File: src/rtl/logic_op_pkg.sv
// rtl/logic_op_pkg.sv - op codes, FSM states and op classification for logic_op_unit
package logic_op_pkg;

   typedef enum logic [2:0] {
      OP_AND  = 3'b000,
      OP_OR   = 3'b001,
      OP_XOR  = 3'b010,
      OP_NAND = 3'b011,
      OP_NOT  = 3'b100,
      OP_BUF  = 3'b101,
      OP_MUX  = 3'b110,
      OP_HOLD = 3'b111
   } op_t;

   typedef enum logic [1:0] {
      IDLE   = 2'b00,
      LOAD_A = 2'b01,
      LOAD_B = 2'b10,
      EXEC   = 2'b11
   } state_t;

   // Ops that never consume operand B, so the B load phase is skipped
   function automatic logic is_unary(op_t op);
      return (op == OP_NOT) || (op == OP_BUF) || (op == OP_HOLD);
   endfunction

endpackage

File: src/rtl/logic_op_alu.sv
// rtl/logic_op_alu.sv - combinational WIDTH-bit evaluator for the eight logic op codes
module logic_op_alu
   import logic_op_pkg::*;
#(
   parameter int WIDTH = 8
) (
   input  logic [2:0]       op,
   input  logic [WIDTH-1:0] a,
   input  logic [WIDTH-1:0] b,
   input  logic             mux_sel,
   input  logic [WIDTH-1:0] prev,
   output logic [WIDTH-1:0] y
);

   always_comb begin
      y = prev;
      case (op_t'(op))
         OP_AND:  y = a & b;
         OP_OR:   y = a | b;
         OP_XOR:  y = a ^ b;
         OP_NAND: y = ~(a & b);
         OP_NOT:  y = ~a;
         OP_BUF:  y = a;
         OP_MUX:  y = mux_sel ? b : a;
         OP_HOLD: y = prev;
         default: y = prev;
      endcase
   end

endmodule

File: src/rtl/logic_op_unit.sv
// rtl/logic_op_unit.sv - serial-load logic op unit: FSM, operand shift registers, result register
// Optional LOGIC_OP_CHAIN_EN: chain=1 at start reuses the previous result as operand B.
module logic_op_unit
   import logic_op_pkg::*;
#(
   parameter int WIDTH   = 8,
   parameter int SHIFT_W = 2
) (
   input  logic               clk,
   input  logic               reset,
   input  logic               start,
   input  logic [2:0]         op,
   input  logic               chain,
   input  logic               din_valid,
   input  logic [SHIFT_W-1:0] din,
   input  logic               mux_sel,
   output logic               busy,
   output logic               done,
   output logic [WIDTH-1:0]   result
);

   localparam int BEATS = WIDTH / SHIFT_W;
   localparam int CNT_W = (BEATS > 1) ? $clog2(BEATS) : 1;

   state_t             state_q, state_d;
   op_t                op_q;
   logic [WIDTH-1:0]   a_q, b_q, result_q, b_eff, alu_y;
   logic [CNT_W-1:0]   cnt_q;
   logic               done_q;
   logic               last_beat, shift_a, shift_b, use_prev;

`ifdef LOGIC_OP_CHAIN_EN
   logic chain_q;

   always_ff @(posedge clk or posedge reset) begin
      if (reset)
         chain_q <= 1'b0;
      else if (state_q == IDLE && start)
         chain_q <= chain;
   end

   assign use_prev = chain_q && !is_unary(op_q);
`else
   logic unused_chain;
   assign unused_chain = chain;
   assign use_prev     = 1'b0;
`endif

   assign last_beat = (cnt_q == CNT_W'(BEATS - 1));

   always_ff @(posedge clk or posedge reset) begin
      if (reset)
         state_q <= IDLE;
      else
         state_q <= state_d;
   end

   always_comb begin
      state_d = state_q;
      case (state_q)
         IDLE:    if (start) state_d = LOAD_A;
         LOAD_A:  if (din_valid && last_beat)
                     state_d = (is_unary(op_q) || use_prev) ? EXEC : LOAD_B;
         LOAD_B:  if (din_valid && last_beat) state_d = EXEC;
         EXEC:    state_d = IDLE;
         default: state_d = IDLE;
      endcase
   end

   // busy spans the done cycle, which is already back in IDLE
   always_comb begin
      shift_a = (state_q == LOAD_A) && din_valid;
      shift_b = (state_q == LOAD_B) && din_valid;
      busy    = (state_q != IDLE) || done_q;
   end

   assign b_eff = use_prev ? result_q : b_q;

   logic_op_alu #(.WIDTH(WIDTH)) u_alu (
      .op      (op_q),
      .a       (a_q),
      .b       (b_eff),
      .mux_sel (mux_sel),
      .prev    (result_q),
      .y       (alu_y)
   );

   always_ff @(posedge clk or posedge reset) begin
      if (reset) begin
         op_q     <= OP_AND;
         a_q      <= '0;
         b_q      <= '0;
         cnt_q    <= '0;
         result_q <= '0;
         done_q   <= 1'b0;
      end else begin
         done_q <= (state_q == EXEC);
         if (state_q == IDLE && start)
            op_q <= op_t'(op);
         if (shift_a)
            a_q <= WIDTH'({a_q, din});
         if (shift_b)
            b_q <= WIDTH'({b_q, din});
         if (shift_a || shift_b)
            cnt_q <= last_beat ? '0 : cnt_q + CNT_W'(1);
         if (state_q == EXEC)
            result_q <= alu_y;
      end
   end

   assign done   = done_q;
   assign result = result_q;

endmodule

File: config.mk
export PLATFORM = sky130hd
export DESIGN_NAME = logic_op_unit
export DESIGN_NICKNAME = d
export VERILOG_FILES = /design/src/rtl/logic_op_pkg.sv /design/src/rtl/logic_op_alu.sv /design/src/rtl/logic_op_unit.sv
export SDC_FILE = /design/constraint.sdc
export NUM_CORES = 1
export LEC_CHECK = 0
export ABC_CLOCK_PERIOD_IN_PS = 2000
export CORE_ASPECT_RATIO = 0.6
export CORE_MARGIN = 5
export CORE_UTILIZATION = 39
export CTS_CLUSTER_SIZE = 20
export DETAILED_ROUTE_END_ITERATION = 8
export DONT_BUFFER_PORTS = 1
export MAX_ROUTING_LAYER = met4
export PLACE_DENSITY_LB_ADDON = 0.2
export SYNTH_ARGS = -nofsm -noshare
export SYNTH_HDL_FRONTEND = slang
export SYNTH_SLANG_ARGS = --single-unit
export TNS_END_PERCENT = 20
File: constraint.sdc
create_clock -name clk -period 2 [get_ports clk]
set_input_delay 0.1 -clock clk [delete_from_list [all_inputs] [get_ports clk]]
set_output_delay 0.1 -clock clk [all_outputs]
set_load 0.01 [all_outputs]
* Yosys cells after proc, flatten, opt, wreduce, memory -nomap -nowiden
Cells that the tools add are included.
Word-level totals: logic and storage cells 49, bits of input ports 11, register bits 32
Operators by class: $add $sub $neg 1, equal/unequal tests 14, reductions and logical operators 13, multiplexer cells 8, bitwise operators 6
Operator list (count):
- 8-bit one-hot mux with 7 select lines | 1
- 8-bit NOT | 2
- 3-bit == test, second input constant | 4
- 8-bit bitwise AND | 1
- 2-bit 2-to-1 mux | 4
- 8-bit 2-to-1 mux | 1
- 8-bit OR | 1
- 2-bit one-hot mux with 4 select lines | 1
- 8-bit XOR | 1
- 2-bit == test, second input constant | 3
- 3-bit by 2-bit == test with 1-bit output, second input constant | 2
- 2-bit inequality test, second input constant | 3
- 1-bit logical AND | 4
- 1-bit logical OR | 4
- 3-bit by 1-bit == test with 1-bit output, second input constant | 1
- 3-bit logical NOT | 1
- 3-bit AND reduction | 1
- 2-bit by 1-bit adder with 2-bit output, second input constant | 1
- 2-bit by 1-bit == test with 1-bit output, second input constant | 1
- 2-bit logical NOT | 1
- 2-bit AND reduction | 1
- 2-bit nonzero test | 1
- 1-bit 2-to-1 mux | 1
- 1-bit NOT | 1

* Logic depth before layout (Yosys ltp)
Gate-level depths: netlist of run 1.
word-level depth 6, mapped depth 7, mapped depth without buffers 6

* Modules after synthesis
From an unflattened synthesis of run 1, not the netlist that was laid out.
Second synthesis, totals: cells, all modules 210, area, all modules 2240.9 um^2
Modules (own cells, without submodules):
- logic_op_unit | instances 1, area an instance 1326.3 um^2, cells each 86
- logic_op_alu | instances 1, area an instance 914.6 um^2, cells each 124

* Least setup slack after synthesis of run 1
Ideal clock, no wire load.
kind reg2reg, start register state_q[0], end register state_q[1], stages on the path, launching flop included 6, path slack 0.567 ns, path buffers 0, arrival time 1.309 ns, required time 1.875 ns, setup time 0.125 ns, cells stage by stage dfrtp_1 > inv_1 > ha_1 > inv_1 > o21ai_0 > mux2_2
On the way: longest elaborated chain between the ends 3, elaborated cells between the ends (all ways) 9, classes of those cells eq/ne: 6; mux: 1; reduce/logical: 2
Ends and longest elaborated chain:
- from (decl) | RTL line logic_op_unit.sv:25 | state_t state_q, state_d;
- from (signal assigned) | RTL line logic_op_unit.sv:55 | state_q <= state_d;
- 2-bit == test, or another cell as far along | RTL line logic_op_unit.sv:60 | case (state_q)
- 2-bit inequality test (no line)
- 3-bit AND reduction (no line)
Several ways; a longest one is shown, not always the timed one. A chain may end at the register's enable or synchronous reset.

* Worst setup path after layout of run 1
start register op_q[2], end register result_q[0] (netlist: result[0])
On the way: longest elaborated chain between the ends 3, elaborated cells between the ends (all ways) 11, classes of those cells eq/ne: 7; mux: 1; bitwise: 1; reduce/logical: 2
Ends and longest elaborated chain:
- from (decl) | RTL line logic_op_unit.sv:26 | op_t op_q;
- from (signal assigned) | RTL line logic_op_unit.sv:99 | op_q <= op_t'(op);
- branches (longest 3 deep; another with 8-bit one-hot mux with 7 select lines)
- to (signal assigned) | RTL line logic_op_unit.sv:107 | result_q <= alu_y;
- to (decl) | RTL line logic_op_unit.sv:27 | logic [WIDTH-1:0] a_q, b_q, result_q, b_eff, alu_y;
Parallel ways; which one is timed is not known.

==> results.py, run 1 <==
metrics = {
    "clocking": {
        "cts.clk_slew.worst_paths_ns": 0.08,
        "cts_resized": 0,
        "worstSkewPairLatency_ns": 0.29,
        "cts-root-buf": "clkbuf_8",
        "htree_num_levels": 2,
        "cts.path.max_buffers": 2,
        "cts_sinks": 32,
        "cts_tree": "done",
        "cts_buffers": 5,
    },
    "floorplanning": {
        "ios": 21,
        "die_area_um2": 7270,
        "die_height_um": 68.1,
        "rows": 21,
        "initial_utilization": 0.398,
        "dieWidth_um": 107,
        "fp.coreArea_um2": 5520,
    },
    "logic_synthesis": {
        "synth_top_flop_cell": "dfrtp_1",
        "synthesis.area_um2": 2190,
        "ys_seq_elements": 32,
        "synth-seq-area-share": 0.365,
        "ys_async_sr_fraction": 1.00,
        "synthCells": 241,
        "ys_warn_count": 0,
        "avgSynthCellArea_um2": 9.10,
        "synth_nets": 274,
        "synthDistinctLibCells": 32,
        "synth_edf_count": 0,
    },
    "sta": {
        "setup_viol": 0,
        "rsz0062_at_grt": "no",
        "worstMarginPinSlew_ns": 0.660,
        "finalCriticalPeriod_ns": 1.78,
        "setup_tns_ns": 0,
        "max_slew_margin": 0.560,
        "fin_ws_ns": 0.224,
        "finalHoldViolCount": 0,
        "slew_viol_final": 0,
        "fmax_mhz": 563,
        "period_share": 0.888,
        "fin_skew_ns": 0.00918,
    },
    "power": {
        "swShare": 0.449,
        "internal-power_uw": 2230,
        "clock_power_share": 0.132,
        "leakage_uw": 0.00110,
        "power.share.combinational": 0.511,
        "p_switching_uw": 1810,
        "pwr-share-seq": 0.356,
        "power.density_nw_per_um2": 1670,
        "ir_worst_vdd_v": 0.000589,
    },
    "drt": {
        "wl_met1_um": 2790,
        "dr.pass1.iters": 4,
        "drc": 0,
        "vias": 1671,
        "top_layer": "met4",
        "dr_wl_met3_um": 318,
        "wirelength_um": 4950,
        "drt.antenna.violating_nets": 0,
        "post_drt_wl_per_cell_um": 15.4,
        "drt_first_iter_violations": 81,
        "vias_per_cell": 5.19,
        "met2_length_um": 1820,
    },
    "global_routing": {
        "grt_pass1_vias": 1567,
        "grt_max_degree": 33,
        "antenna_found_initial": 0,
        "grt_pass1_wl_um": 8140,
        "grt-ovfl-total": 0,
        "grt_usage": 0.152,
    },
    "worst_setup_path": {
        "start_kind": "flop",
        "path_max_fanout": 22,
        "reg2reg_setup_slack_ns": 0.22,
        "required_ns": 2.16,
        "path_class": "reg -> reg",
        "critical_path_arrival_ns": 1.94,
        "crit_path_end_kind": "flop",
    },
    "cells_and_area": {
        "nNetsFinal": 285,
        "multi_input_area_um2": 1210,
        "antennaDiodeCount": 0,
        "seq_area_um2": 801,
        "fin_cells": 322,
        "area_delta_synth_final_pct": 10.5,
        "drive_gt1_frac": 0.130,
        "final_cell_mix": "32 x dfrtp_1, 31 x o21ai_0, 28 x nand2_1",
        "final_common_cell": "dfrtp_1",
        "fillers": 540,
    },
    "run_status": {
        "status": "finished, final reports clean",
    },
    "run": {
        "maxCapViolCount": 0,
    },
    "place": {
        "dp_hpwl_um": 3700,
        "routabilityCongestion": 0.796,
        "pre_cts_slack_ns": 0.264,
        "io_buffers": 0,
        "place_inst": 308,
    },
    "worst_hold_path": {
        "hp-class": "in -> reg",
    },
}
==> state kept, by name, indices dropped and copies added (netlist names) <==
| register | flops |
|---|---|
| a_q | 8 |
| result | 8 |
| state_q | 2 |
| cnt_q | 2 |
| b_eff | 8 |
| done | 1 |
| op_q | 3 |
==> area by class of cell <==
| cell class | instances | area share |
|---|---|---|
| clock buffers | 6 | 0.0341 |
| well taps | 69 | 0.0356 |
| inverters | 25 | 0.0387 |
| multi-input cells | 171 | 0.498 |
| clock inverters | 2 | 0.00413 |
| flip-flops and latches | 32 | 0.330 |
| repair buffers | 17 | 0.0589 |
==> critical path, cell delays in order, from the launching register on <==
cell	delay (ns)
dfrtp_1	0.77
nor2b_4	0.26
o32ai_1	0.10
a221oi_1	0.39
o21ai_1	0.13
==> metal layers <==
metal,vias to the layer above,GRT usage
li1,859,-
met1,763,0.232
met2,47,0.187
met3,2,0.0415
met4,0,0.0478
met5,-,-
==> final timing paths <==
kind,from,endpoint,cells after the start
worst max register to register,op_q[2],result[0],4
worst min register to register,cnt_q[1],cnt_q[1],1
min in group asynchronous,reset,b_eff[7],3
max in group asynchronous,reset,op_q[0],3
worst max-delay path,op_q[2],result[0],4
worst min-delay path,din_valid,cnt_q[0],2
==> cell usage after synthesis, types with 4 or more instances <==
cell,n,share of area
dfrtp_1,32,0.37
o21ai_0,31,0.071
nand2_1,28,0.048
inv_1,25,0.043
ha_1,22,0.13
mux2_2,9,0.046
nand2b_1,9,0.026
nor2b_1,9,0.026
a21oi_1,8,0.018
a221oi_1,5,0.020
mux2i_1,5,0.023
nor3_1,5,0.011
o21ai_1,5,0.011
o32ai_1,5,0.020
buf_2,4,0.0091
buf_6,4,0.021
nor2_1,4,0.0068
nor2b_4,4,0.025
==> stage by stage <==
step | utilization | power, uW | hold slack (ns) | cell area (um^2)
3_3_place_gp | 0.412 | 3470 | 0.114 | 2270
6_report | 0.439 | 4040 | 0.103 | 2420
5_1_grt | 0.439 | 4440 | 0.117 | 2420
3_5_place_dp | 0.412 | 3500 | 0.116 | 2270
2_1_floorplan | - | 3000 | 0.216 | 2190
4_1_cts | 0.439 | 4060 | 0.0939 | 2420
==> logic make-up (layout without fill, tap and decap cells) <==
| group | after synthesis | in the layout | share of synthesized area |
|---|---|---|---|
| AOI/OAI and AO/OA | 69 | 69 | 0.191 |
| adders and majority gates | 22 | 22 | 0.125 |
| buffers and inverters | 38 | 50 | 0.0844 |
| DFF | 32 | 32 | 0.365 |
| muxes | 14 | 14 | 0.0690 |
| and+or+nand+nor | 66 | 66 | 0.165 |
==> power groups by stage <==
| stage | Clock [uW] | Combinational [uW] | Sequential, uW |
|---|---|---|---|
| 6_report | 535 | 2070 | 1440 |
| 5_1_grt | 582 | 2360 | 1500 |
| 4_1_cts | 556 | 2070 | 1440 |
| 3_5_place_dp | 0 | 2050 | 1450 |
| 3_3_place_gp | 0 | 2030 | 1440 |
| 2_1_floorplan | 0 | 1730 | 1270 |
==> repair_timing <==
action	in CTS	in global routing
setup buffers	0	0
endpoints found under the hold margin	39	0
setup endpoints to repair	0	0
hold buffers	6	0
Power figures use the tool's default switching activity.
==> inputs of run 2 (changes only) <==
--- a/config.mk
+++ b/config.mk
@@ -6,7 +6,7 @@
 export NUM_CORES = 1
 export LEC_CHECK = 0
 export ABC_CLOCK_PERIOD_IN_PS = 2000
-export CORE_ASPECT_RATIO = 0.6
+export CORE_ASPECT_RATIO = 1.4
 export CORE_MARGIN = 5
 export CORE_UTILIZATION = 39
 export CTS_CLUSTER_SIZE = 20
@@ -14,6 +14,7 @@
 export DONT_BUFFER_PORTS = 1
 export MAX_ROUTING_LAYER = met4
 export PLACE_DENSITY_LB_ADDON = 0.2
+export RECOVER_POWER = 50
 export SYNTH_ARGS = -nofsm -noshare
 export SYNTH_HDL_FRONTEND = slang
 export SYNTH_SLANG_ARGS = --single-unit
==> run 2 against run 1 <==
- maximum frequency is 12% higher
- non-clock buffer count is 3 lower
- clock power is 29% higher
- die area is 0.39% lower
- combinational power is 5% lower
- global-route usage hardly changed
- clock skew is 0.0040 ns lower
- first-iteration DRC count is 16% higher
- clock-buffer cell count is 1 higher
- via count is 1.7% lower
- hold slack better by 0.014 ns
- critical endpoint is now state_q[1]
- highest routed layer unchanged
==> results.py, run 2 (synthesis results as in run 1) <==
metrics = {
    "sta": {
        "holdWs_ns": 0.116,
        "finalCriticalPeriod_ns": 1.59,
        "fmax_mhz": 630,
        "max_slew_margin": 0.456,
        "finalHoldViolCount": 0,
        "worstMarginPinSlew_ns": 0.817,
        "rsz0062_at_grt": "no",
        "fin_skew_ns": 0.00518,
        "slew_viol_final": 0,
        "setup_tns_ns": 0,
        "period_share": 0.794,
        "setup_viol": 0,
    },
    "clocking": {
        "htree_num_levels": 2,
        "cts-root-buf": "clkbuf_8",
        "cts_resized": 0,
        "cts_tree": "done",
        "postCtsSetupRepairBufs": 0,
        "cts.path.max_buffers": 2,
        "hold_buffers": 6,
        "cts_buffers": 5,
        "worstSkewPairLatency_ns": 0.29,
        "cts.clk_slew.worst_paths_ns": 0.07,
        "cts_sinks": 32,
    },
    "worst_setup_path": {
        "crit_chain": "inv_1 > ha_1 > inv_1 > o21ai_0 > mux2_2",
        "path_class": "reg -> reg",
        "crit_path_end_kind": "flop",
        "critPathMaxStageDelay_ns": 0.41,
        "path_common_cell": "inv_1",
        "critical_path.slowest_cell": "dfrtp_1",
        "path_max_fanout": 4,
        "critical_path_arrival_ns": 1.76,
        "start_kind": "flop",
        "required_ns": 2.17,
    },
    "floorplanning": {
        "ios": 21,
        "die_area_um2": 7240,
        "die_height_um": 98.7,
        "rows": 32,
        "dieWidth_um": 73.4,
        "initial_utilization": 0.400,
        "fp.coreArea_um2": 5490,
    },
    "drt": {
        "drt.antenna.violating_nets": 0,
        "dr.pass1.iters": 4,
        "drt_first_iter_violations": 94,
        "vias": 1643,
        "drc": 0,
        "post_drt_wl_per_cell_um": 14.5,
        "vias_per_cell": 5.17,
        "wirelength_um": 4600,
    },
    "power": {
        "ir_worst_vdd_v": 0.000824,
        "leakage_uw": 0.00110,
        "power.density_nw_per_um2": 1680,
    },
    "run_status": {
        "status": "finished, final reports clean",
    },
    "place": {
        "io_buffers": 0,
        "dp_hpwl_um": 3350,
        "routabilityCongestion": 0.769,
        "place_inst": 304,
    },
    "cells_and_area": {
        "fillers": 531,
        "fin_cells": 318,
        "drive_gt1_frac": 0.120,
        "final_cell_mix": "32 x dfrtp_1, 31 x o21ai_0, 28 x nand2_1",
        "area_delta_synth_final_pct": 10.8,
        "antennaDiodeCount": 0,
        "final_core_util": 0.443,
        "nNetsFinal": 282,
        "final_common_cell": "dfrtp_1",
    },
    "worst_hold_path": {
        "hp-class": "in -> reg",
    },
    "global_routing": {
        "grt_usage": 0.152,
        "grt_pass1_wl_um": 8370,
        "antenna_found_initial": 0,
        "grt_pass1_vias": 1749,
        "grt-ovfl-total": 0,
        "grt_max_degree": 33,
    },
    "run": {
        "maxCapViolCount": 0,
    },
}
==> run 2: cell count changes in the layout (fill, tap and decap cells not counted), sizes merged <==
cell	change
clkinv	-2
buf	-4
bufinv	+1
clkbuf	+2
==> run 2: critical path: cells and delay by family, from the launching register on <==
family	cells	cell delay (ns)
AO/OA/AOI/OAI	1	0.29
multiplexers	1	0.37
adder cells (fa/ha/maj)	1	0.22
flip-flops	1	0.41
buffers and inverters	2	0.18
==> run 2: stage by stage <==
| stage | power, uW | cell area [um^2] | worst slack (ns) |
|---|---|---|---|
| floorplan | 3000 | 2190 | 0.567 |
| global placement | 3370 | 2250 | 0.429 |
| detailed placement | 3410 | 2250 | 0.415 |
| CTS | 4130 | 2430 | 0.407 |
| global route | 4550 | 2430 | 0.278 |
| finish | 4070 | 2430 | 0.412 |
==> run 2: metal layers <==
metal,routed length [um],vias up,global-route usage
met4,78,0,0.0502
met5,0,-,-
met2,2260,26,0.238
li1,-,848,-
met3,214,5,0.0378
met1,2050,764,0.191
==> run 2: path summary, 6_finish.rpt <==
kind	start	end	slack (ns)	depth (start not counted)
hold reg to reg	cnt_q[0]	cnt_q[0]	0.51	1
hold / removal	start	op_q[1]	0.12	2
setup / recovery	state_q[0]	state_q[1]	0.41	5
setup reg to reg	state_q[0]	state_q[1]	0.41	5
min in group asynchronous	reset	b_eff[4]	0.50	3
max in group asynchronous	reset	result[2]	0.99	3
==> run 2: layout make-up <==
cell class,instances,area (um^2),area share
Clock inverter,1,30.0,0.0124
Timing Repair Buffer,14,118,0.0484
Sequential cell,32,801,0.329
Inverter,25,93.8,0.0386
Multi-Input combinational cell,171,1210,0.497
Tap cell,68,85.1,0.0350
Clock buffer,7,96.3,0.0396
==> run 2: where the power goes <==
part | leakage [uW] | switching (uW) | internal (uW)
Sequential | 0.000395 | 447 | 965
Combinational | 0.000638 | 1030 | 944
Clock | 0.0000645 | 252 | 440
Total | 0.00110 | 1720 | 2350
==> inputs of run 3 (changes only) <==
--- a/config.mk
+++ b/config.mk
@@ -5,7 +5,8 @@
 export SDC_FILE = /design/constraint.sdc
 export NUM_CORES = 1
 export LEC_CHECK = 0
-export ABC_CLOCK_PERIOD_IN_PS = 2000
+export ABC_AREA = 1
+export ABC_CLOCK_PERIOD_IN_PS = 1650
 export CORE_ASPECT_RATIO = 1.4
 export CORE_MARGIN = 5
 export CORE_UTILIZATION = 39
==> constraint.sdc (replaced) <==
create_clock -name clk -period 1.65 [get_ports clk]
set_input_delay 0.0825 -clock clk [delete_from_list [all_inputs] [get_ports clk]]
set_output_delay 0.0825 -clock clk [all_outputs]
set_load 0.01 [all_outputs]
==> run 3 against run 2 <==
- final cell count increased by 29%
- area after synthesis increased by 3.5%
- die area increased by 3.1%
- largest cell class unchanged
- global-route usage increased by 1.6 points
- sequential share of layout area decreased by 1.7 points
- routed wire length increased by 18%
- design area increased by 5.5%
- setup slack got worse by 0.23 ns
- first-iteration DRC count increased by 24%
- sequential power increased by 9.9%
==> results.py, run 3 <==
metrics = {
    "sta": {
        "setup_viol": 0,
        "period_share": 0.889,
        "setup_tns_ns": 0,
        "slew_viol_final": 0,
        "rsz0062_at_grt": "no",
        "finalCriticalPeriod_ns": 1.47,
        "max_slew_margin": 0.432,
        "finalHoldViolCount": 0,
        "worstMarginPinSlew_ns": 0.851,
        "fin_ws_ns": 0.183,
        "fmax_mhz": 682,
        "fin_skew_ns": 0.00807,
    },
    "place": {
        "pre_cts_slack_ns": 0.226,
        "routabilityCongestion": 0.793,
        "dp_hpwl_um": 3810,
        "io_buffers": 0,
    },
    "clocking": {
        "cts_tree": "done",
        "worstSkewPairLatency_ns": 0.28,
        "cts_resized": 0,
        "hold_buffers": 6,
        "cts_buffers": 5,
        "postCtsSetupRepairBufs": 0,
        "cts.path.max_buffers": 2,
        "htree_num_levels": 2,
        "cts-root-buf": "clkbuf_8",
        "cts_sinks": 32,
        "cts.clk_slew.worst_paths_ns": 0.07,
    },
    "global_routing": {
        "use_met1": 0.194,
        "grt_max_degree": 33,
        "antenna_found_initial": 0,
        "gr-usage-met2": 0.284,
        "grt_usage": 0.168,
        "grt_pass1_wl_um": 9270,
        "grtUsageMet3": 0.0341,
        "grt-ovfl-total": 0,
        "grt.busiest_layer": "met2",
        "grt_pass1_vias": 1924,
    },
    "power": {
        "ir_worst_vdd_v": 0.000827,
        "leakage_uw": 0.00141,
        "p_switching_uw": 2220,
        "internal-power_uw": 2460,
        "power.share.combinational": 0.528,
        "clock_power_share": 0.142,
        "pwr-share-seq": 0.330,
        "swShare": 0.474,
        "fin_total_pwr_uw": 4680,
        "power.density_nw_per_um2": 1830,
    },
    "worst_setup_path": {
        "path_class": "reg -> out",
        "cp.depth": 4,
        "required_ns": 1.57,
        "crit_family": "flip-flops",
        "start_kind": "flop",
        "path_common_cell": "inv_1",
        "reg2reg_setup_slack_ns": 0.22,
        "reg2reg_from": "state_q[0]",
        "critPathMaxStageDelay_ns": 0.43,
        "r2r_end": "state_q[0]",
        "path_max_fanout": 4,
        "critical_path_arrival_ns": 1.38,
        "worstRegToRegCells": 6,
        "crit_chain": "inv_1 > ha_1 > inv_1 > or2_2",
        "critical_path.slowest_cell": "dfrtp_1",
        "critPathBufInv": 2,
        "crit_path_end_kind": "primary output",
    },
    "worst_hold_path": {
        "hold-path-cell-count": 2,
        "hp-start": "start",
        "hold_end": "op_q[2]",
        "hp-class": "in -> reg",
    },
    "logic_synthesis": {
        "synth_nets": 355,
        "synth_area_leader_cell": "dfrtp_1",
        "ys_async_sr_fraction": 1.00,
        "synthesis.area_um2": 2270,
        "synth_area_leaders": "dfrtp_1 35%, nand2_1 20%, ha_1 12%, inv_1 6.6%, nand3_1 5.3%",
        "synth.most_common_cell": "nand2_1",
        "synthDistinctLibCells": 24,
        "avgSynthCellArea_um2": 7.05,
        "netlist.area_leader.share": 0.353,
        "ys_warn_count": 0,
        "synthCells": 322,
        "ys_top_cells_by_count": "119 x nand2_1, 40 x inv_1, 32 x dfrtp_1",
        "synth_edf_count": 0,
        "synth_top_flop_cell": "dfrtp_1",
        "synth-seq-area-share": 0.353,
        "ys_seq_elements": 32,
    },
    "drt": {
        "post_drt_wl_per_cell_um": 13.3,
        "vias": 1954,
        "vias_per_cell": 4.78,
        "drt_first_iter_violations": 117,
        "wirelength_um": 5430,
        "drt.antenna.violating_nets": 0,
        "drc": 0,
        "dr.pass1.iters": 4,
    },
    "cells_and_area": {
        "drive_gt1_frac": 0.100,
        "antennaDiodeCount": 0,
        "nNetsFinal": 372,
        "final_common_cell": "nand2_1",
        "area_delta_synth_final_pct": 13.0,
        "final_cell_mix": "119 x nand2_1, 40 x inv_1, 32 x dfrtp_1",
    },
    "floorplanning": {
        "die_height_um": 100,
        "fp.coreArea_um2": 5780,
        "ios": 21,
        "dieWidth_um": 74.5,
        "rows": 33,
        "die_area_um2": 7470,
        "initial_utilization": 0.393,
    },
    "run_status": {
        "status": "finished, final reports clean",
    },
    "run": {
        "maxCapViolCount": 0,
    },
}
==> run 3: cell count changes in the layout (fill, tap and decap cells not counted), sizes merged, moves of 8 or more <==
cell    delta
nor2b     -13
o21ai     -15
nand3     +24
nand4      +8
nor2      +19
nand2     +94
inv       +17
nand2b     -9
==> run 3: logic make-up (layout without fill, tap and decap cells) <==
group           Yosys count  count (layout)  share of synthesized area
compound gates           34              34                     0.0761
fa+ha+maj                22              22                      0.121
buf+inv                  52              69                     0.0976
flops                    32              32                      0.353
mux                       2               2                    0.00992
simple gates            180             180                      0.342
==> run 3: layer usage <==
layer,vias up,part of all wire
met5,-,0
met4,0,0.022
met3,10,0.031
met2,28,0.51
met1,868,0.44
li1,1048,-
==> run 3: worst max-delay path by stage <==
stage / startpoint / to / slack [ns]
finish: state_q[0] / busy / 0.18
CTS: state_q[0] / busy / 0.18
global route: state_q[1] / state_q[0] / 0.06
detailed placement: state_q[1] / state_q[0] / 0.23
floorplan: state_q[1] / cnt_q[1] / 0.29
global placement: state_q[0] / state_q[0] / 0.25
==> run 3: final cells by class <==
class	instances	area, um^2
fillers	618	3220
multi-input cells	238	1250
flip-flops and latches	32	801
repair buffers	20	175
inverters	42	158
clock buffers	7	96.3
well taps	70	87.6
==> run 3: metrics by stage <==
stage	util	hold slack [ns]	instance area, um^2	std cells
floorplan	-	0.199	2270	322
global placement	0.417	0.0973	2410	396
detailed placement	0.417	0.104	2410	396
CTS	0.444	0.0389	2570	409
global route	0.444	0.0828	2560	409
finish	0.444	0.0440	2560	409
==> run 3: power groups by stage <==
stage	logic [uW]	clock network, uW	registers (uW)
final	2470	663	1550
after global routing	2910	717	1610
after CTS	2500	685	1550
after detailed placement	2470	0	1570
after global placement	2440	0	1550
after floorplan	1900	0	1460
